[src/rtl/sdram_bist_gen.sv]
// SDRAM BIST traffic generator/checker: write pattern, wait, read back, compare.
// Build option: SDRAM_BIST_PRBS_EN selects LFSR patterns instead of incrementing data.
module sdram_bist_gen #(
    parameter int NUM_WORDS = 1024,
    parameter int RD_DELAY  = 2000
) (
    input  logic        clk_50m,
    input  logic        rst_n,
    input  logic        sdram_init_done,
    output logic        wr_en,
    output logic [15:0] wr_data,
    output logic        rd_en,
    input  logic [15:0] rd_data,
    output logic        test_done,
    output logic        error_flag,
    output logic [15:0] err_cnt,
    output logic [15:0] first_err_idx
);

    typedef enum logic [2:0] {
        IDLE, WR, WAIT, RD, FLUSH, DONE
    } state_t;

    localparam logic [15:0] NW_LAST  = 16'(NUM_WORDS - 1);
    localparam logic [15:0] DLY_LAST = 16'((RD_DELAY == 0) ? 0 : RD_DELAY - 1);

    state_t      state, state_nx;
    logic        sync1, init_s;
    logic [15:0] wr_idx, rd_idx, cmp_idx, dly_cnt;
    logic        rd_en_d1;
    logic [15:0] pat_w, pat_r;
    logic        abort, wr_load, rd_load, wr_step, cmp_v, mism;

    // two-flop synchroniser for the controller's init flag
    always_ff @(posedge clk_50m) begin
        if (!rst_n) begin
            sync1  <= 1'b0;
            init_s <= 1'b0;
        end else begin
            sync1  <= sdram_init_done;
            init_s <= sync1;
        end
    end

    // state register
    always_ff @(posedge clk_50m) begin
        if (!rst_n) state <= IDLE;
        else        state <= state_nx;
    end

    // next-state logic and per-cycle control strobes
    always_comb begin
        state_nx = state;
        abort    = 1'b0;
        unique case (state)
            IDLE:  if (init_s) state_nx = WR;
            WR: begin
                if (!init_s) begin
                    state_nx = IDLE;
                    abort    = 1'b1;
                end else if (wr_idx == NW_LAST) begin
                    state_nx = (RD_DELAY == 0) ? RD : WAIT;
                end
            end
            WAIT: begin
                if (!init_s) begin
                    state_nx = IDLE;
                    abort    = 1'b1;
                end else if (dly_cnt == DLY_LAST) begin
                    state_nx = RD;
                end
            end
            RD: begin
                if (!init_s) begin
                    state_nx = IDLE;
                    abort    = 1'b1;
                end else if (rd_idx == NW_LAST) begin
                    state_nx = FLUSH;
                end
            end
            FLUSH: begin
                if (!init_s) begin
                    state_nx = IDLE;
                    abort    = 1'b1;
                end else begin
                    state_nx = DONE;
                end
            end
            DONE:    state_nx = DONE;
            default: state_nx = IDLE;
        endcase
        wr_load = (state == IDLE) && init_s;
        rd_load = (state_nx == RD) && (state != RD);
        wr_step = (state == WR) && !abort;
        cmp_v   = rd_en_d1 && !abort;
        mism    = cmp_v && (rd_data != pat_r);
    end

`ifdef SDRAM_BIST_PRBS_EN
    logic [15:0] wr_lfsr, rd_lfsr;

    function automatic logic [15:0] lfsr_nx(input logic [15:0] s);
        return {s[14:0], s[15] ^ s[13] ^ s[12] ^ s[10]};
    endfunction

    assign pat_w = wr_lfsr;
    assign pat_r = rd_lfsr;

    // write/read pattern LFSRs, reseeded on entry to their phase
    always_ff @(posedge clk_50m) begin
        if (!rst_n || abort) begin
            wr_lfsr <= 16'hACE1;
            rd_lfsr <= 16'hACE1;
        end else begin
            if (wr_load)      wr_lfsr <= 16'hACE1;
            else if (wr_step) wr_lfsr <= lfsr_nx(wr_lfsr);
            if (rd_load)      rd_lfsr <= 16'hACE1;
            else if (cmp_v)   rd_lfsr <= lfsr_nx(rd_lfsr);
        end
    end
`else
    assign pat_w = wr_idx;
    assign pat_r = cmp_idx;
`endif

    // registered traffic outputs, counters and sticky status
    always_ff @(posedge clk_50m) begin
        if (!rst_n) begin
            wr_en         <= 1'b0;
            wr_data       <= 16'd0;
            rd_en         <= 1'b0;
            rd_en_d1      <= 1'b0;
            wr_idx        <= 16'd0;
            rd_idx        <= 16'd0;
            cmp_idx       <= 16'd0;
            dly_cnt       <= 16'd0;
            test_done     <= 1'b0;
            error_flag    <= 1'b0;
            err_cnt       <= 16'd0;
            first_err_idx <= 16'd0;
        end else if (abort) begin
            wr_en    <= 1'b0;
            rd_en    <= 1'b0;
            rd_en_d1 <= 1'b0;
            wr_idx   <= 16'd0;
            rd_idx   <= 16'd0;
            cmp_idx  <= 16'd0;
            dly_cnt  <= 16'd0;
        end else begin
            wr_en     <= wr_step;
            rd_en     <= (state == RD);
            rd_en_d1  <= rd_en;
            test_done <= (state == DONE);
            if (wr_step) begin
                wr_data <= pat_w;
                wr_idx  <= (wr_idx == NW_LAST) ? 16'd0 : wr_idx + 16'd1;
            end
            if (state == WAIT)
                dly_cnt <= (dly_cnt == DLY_LAST) ? 16'd0 : dly_cnt + 16'd1;
            if (state == RD)
                rd_idx <= (rd_idx == NW_LAST) ? 16'd0 : rd_idx + 16'd1;
            if (cmp_v)
                cmp_idx <= cmp_idx + 16'd1;
            if (mism) begin
                error_flag <= 1'b1;
                if (err_cnt != 16'hFFFF) err_cnt <= err_cnt + 16'd1;
                if (!error_flag) first_err_idx <= cmp_idx;
            end
            if (rd_load) cmp_idx <= 16'd0;
        end
    end

endmodule

[config.mk]
export PLATFORM = sky130hd
export DESIGN_NAME = sdram_bist_gen
export DESIGN_NICKNAME = d
export VERILOG_FILES = /design/src/rtl/sdram_bist_gen.sv
export SDC_FILE = /design/constraint.sdc
export NUM_CORES = 1
export LEC_CHECK = 0
export ABC_CLOCK_PERIOD_IN_PS = 5000
export BUFFER_PORTS_ARGS = -buffer_cell sky130_fd_sc_hd__buf_2
export CAP_MARGIN = 20
export CORE_MARGIN = 4
export CORE_UTILIZATION = 40
export DETAILED_ROUTE_END_ITERATION = 10
export GPL_TIMING_DRIVEN = 0
export PLACE_DENSITY = 0.68
export SYNTH_ARGS = -nofsm -noshare
export SYNTH_HDL_FRONTEND = slang
export SYNTH_SLANG_ARGS = --single-unit
[constraint.sdc]
create_clock -name clk_50m -period 5 [get_ports clk_50m]
set_input_delay 1.5 -clock clk_50m [delete_from_list [all_inputs] [get_ports clk_50m]]
set_output_delay 1.5 -clock clk_50m [all_outputs]
set_load 0.1 [all_outputs]
==> impl_metrics.toml <==
[synthesis]
synth_area_sq_um = 5660
yosysWarnings = 0
edff_count_synth = 0
postSynthCellCount = 652
sequential_to_total_area_share_from_yosys_stat_pct = 43.1
async_flop_share_pct = 0
synth_cell_types = 56
yosysTopAreaCell = "dfxtp_1"
postSynthAreaPerCell_sq_um = 8.69
synthFlopType = "dfxtp_1"
ys_top_cells_by_count = "dfxtp_1 (122), nand2_1 (97), a21oi_1 (58)"
synth.most_common_cell = "dfxtp_1"
yosys_register_bits = 122
synth_top_area_share_pct = 43.1
synthTopCellsByArea = "dfxtp_1 (43%), xnor2_1 (6.5%), nand2_1 (6.4%), a21oi_1 (5.1%), xor2_1 (4.2%)"
mappedNetlistNets = 676

[routing]
route.detailed.vias_per_inst = 5.17
routedWlPerCell_um = 13.7
drc_violations_left = 0
route.final.wire_length_mm = 12.9
drt_first_iter_violations = 254
via_count = 4840
drt_first_pass_iters = 4
detail-route-antenna-nets = 0

[timing]
drv_slew = 0
tightest_slew_ns = 0.965
max_slew_headroom_at_the_worst_pin_pct = 34.8
f_max_mhz = 313
timing.final.crit_share_pct = 63.9
setup_total_negative_slack_ns = 0
timing.clock.skew_ns = 0.00913
timing.final.setup_violations = 0
endpoints_failing_hold = 0
grt_setup_unrepaired = "false"
worst_slack_ns = 1.80
final_period_minus_worst_setup_slack_ns = 3.20

[critical_path]
crit_end = "err_cnt[1]"
path_class = "in2reg"
worst_r2r_endpoint = "err_cnt[1]"
setup.worst_path.end_class = "flop"
critical_path_arrival_ns = 3.55
worst_path_max_delay_cell = "nor4_1"
crit_path_max_incr_delay_ns = 0.57
worst-r2r-cell-count = 8
cp-startpoint = "rd_data[0]"
worst_ep_required_time_ns = 5.35
critical_path.cell_chain = "buf_2, xnor2_1, nand4_1, nor4_1, clkbuf_1, clkbuf_1, o21ai_0, a21oi_1"
r2r_start = "cmp_idx[11]"
timing.reg2reg.setup_slack_ns = 2.39
critical_path.max_fanout = 10
start_kind = "input port"
timing.critical_path.mode_cell = "clkbuf_1"

[pwr]
p_seq_share_pct = 43.5
share_clk_of_total_power_pct = 53.7
logic_gate_share_of_total_power_pct = 2.9
total_switching_power_uw = 462
power_per_cell_area_nw_per_um2 = 328
internal_power_mw = 1.78
p_leak_nw = 2.44
switching_share_pct = 20.6
max-vdd-ir-drop_v = 0.000226

[grt]
grt_pass1_vias = 4414
grt_first_pass_wirelength_mm = 21.2
antenna_found_initial = 0
grt_start_max_net_pins = 17
grt.overflow.total = 0
grt.total_usage_pct = 16.1

[clock_network]
clock_sinks = 122
htreeDepth = 4
cts_tree = "done"
cts_buffer_count = 17
hold_buffers = 0
register_clock_pin_slew_on_the_reported_worst_setup_and_hold_paths_ns = 0.06
cts_root_buf = "clkbuf_16"
number_of_setup_buffers_added_after_cts = 0
clk_latency_ns = 0.42
cts-root-to-sink-buffers = 2
ctsResizeCount = 0

[status]
status = "completed"

[placed_design]
gpl.final_weighted_congestion = 0.767
placement.io_buffers = 70
numPlacedInstances = 902
detailedPlace.worstSlack_ns = 1.35
post-dp-hpwl_mm = 9.03

[final_layout]
fillCellCount = 1325
final_core_util_pct = 49.2
layout-drive-gt1-share_pct = 18.1
layout.nets = 767
diodes = 0
synthToLayoutAreaGrowth_pct = 20.7
final_cells = 936

[floorplan]
fp-row-count = 43
floorplan.die_area_sq_um = 16100
die-width_um = 127
boundaryPins = 71
die_y_um = 127
initial_core_util_pct = 40.8
core-area_sq_um = 13900

[min_path]
min_delay_worst_type = "reg2reg"

[flow_run]
cap_violations = 0
[layer usage]
layer / routed length (um) / part of all wire, % / track usage (%)
met5: 0 / 0 / 0
met2: 5830 / 45 / 25.3
met3: 699 / 5.4 / 5.31
met4: 79 / 0.61 / 4.23
met1: 6250 / 49 / 21.4
[registers in the layout (all words and copies together), names as in the netlist, 3 cells and up]
name	flops
first_err_idx	16
state	3
err_cnt	16
pat_w	16
cmp_idx	16
wr_data	16
dly_cnt	16
rd_idx	16
[placed cells by master, fill, tap and decap left out, types with 10 or more instances in the layout]
cell       instances
mux2i_1           22
inv_1             13
nor4_1            16
clkbuf_1          23
o21ai_0           12
a21oi_2           10
xor2_1            27
clkbuf_16         17
buf_2             79
nand4_1           24
a21oi_1           58
xnor2_1           42
dfxtp_1          122
or3_1             11
nor3_1            13
nor2_1            40
nand2_1           97
nand3_1           28
[stage by stage]
step | hold WS (ns) | instance area (sq um) | total power, mW
3_5_place_dp | 0.426 | 6240 | 1.06
6_report | 0.434 | 6830 | 2.24
5_1_grt | 0.449 | 6830 | 2.32
4_1_cts | 0.438 | 6820 | 2.26
2_1_floorplan | 0.412 | 5660 | 1.04
3_3_place_gp | 0.423 | 6240 | 1.06
[power by group through the flow]
stage                     sequential (mW)  combinational, mW  clock, mW
after global placement              0.995             0.0650          0
after global routing                0.974             0.0710       1.27
after detailed placement            0.995             0.0649          0
after CTS                           0.975             0.0651       1.22
final                               0.975             0.0645       1.20
after floorplan                     0.995             0.0414          0
[critical path, delay by kind of cell]
kind	cells	cell delay, ns
XOR/XNOR	1	0.15
AND/OR/NAND/NOR	2	0.68
AO/OA/AOI/OAI	2	0.31
buffers and inverters	3	0.91
[cells by family after synthesis]
kind of cell	count (synthesis)	share of synthesized area, %
AND/OR/NAND/NOR	281	25.6
flip-flops	122	43.1
AO/OA/AOI/OAI	103	11.1
XOR/XNOR	69	10.7
buffers and inverters	50	4.48
multiplexers	22	3.89
adder cells (fa/ha/maj)	5	1.10
[area by class of cell]
cell class	count	area (sq um)	share of cell area, %
Inverter	14	52.6	0.769
Multi-Input combinational cell	480	2970	43.4
Tap cell	180	225	3.30
Clock inverter	6	86.3	1.26
Clock buffer	26	499	7.31
Timing Repair Buffer	72	360	5.27
Sequential cell	122	2440	35.7
Buffer	36	201	2.95
[worst min-delay path by stage]
stage,from,end,slack [ns],depth (start not counted)
finish,sync1,init_s,0.43,1
CTS,sync1,init_s,0.44,1
global route,sync1,init_s,0.45,1
detailed placement,sync1,init_s,0.43,1
global placement,sync1,init_s,0.42,1
floorplan,sync1,init_s,0.41,1
Note: power is estimated with default switching activity, not from simulation.
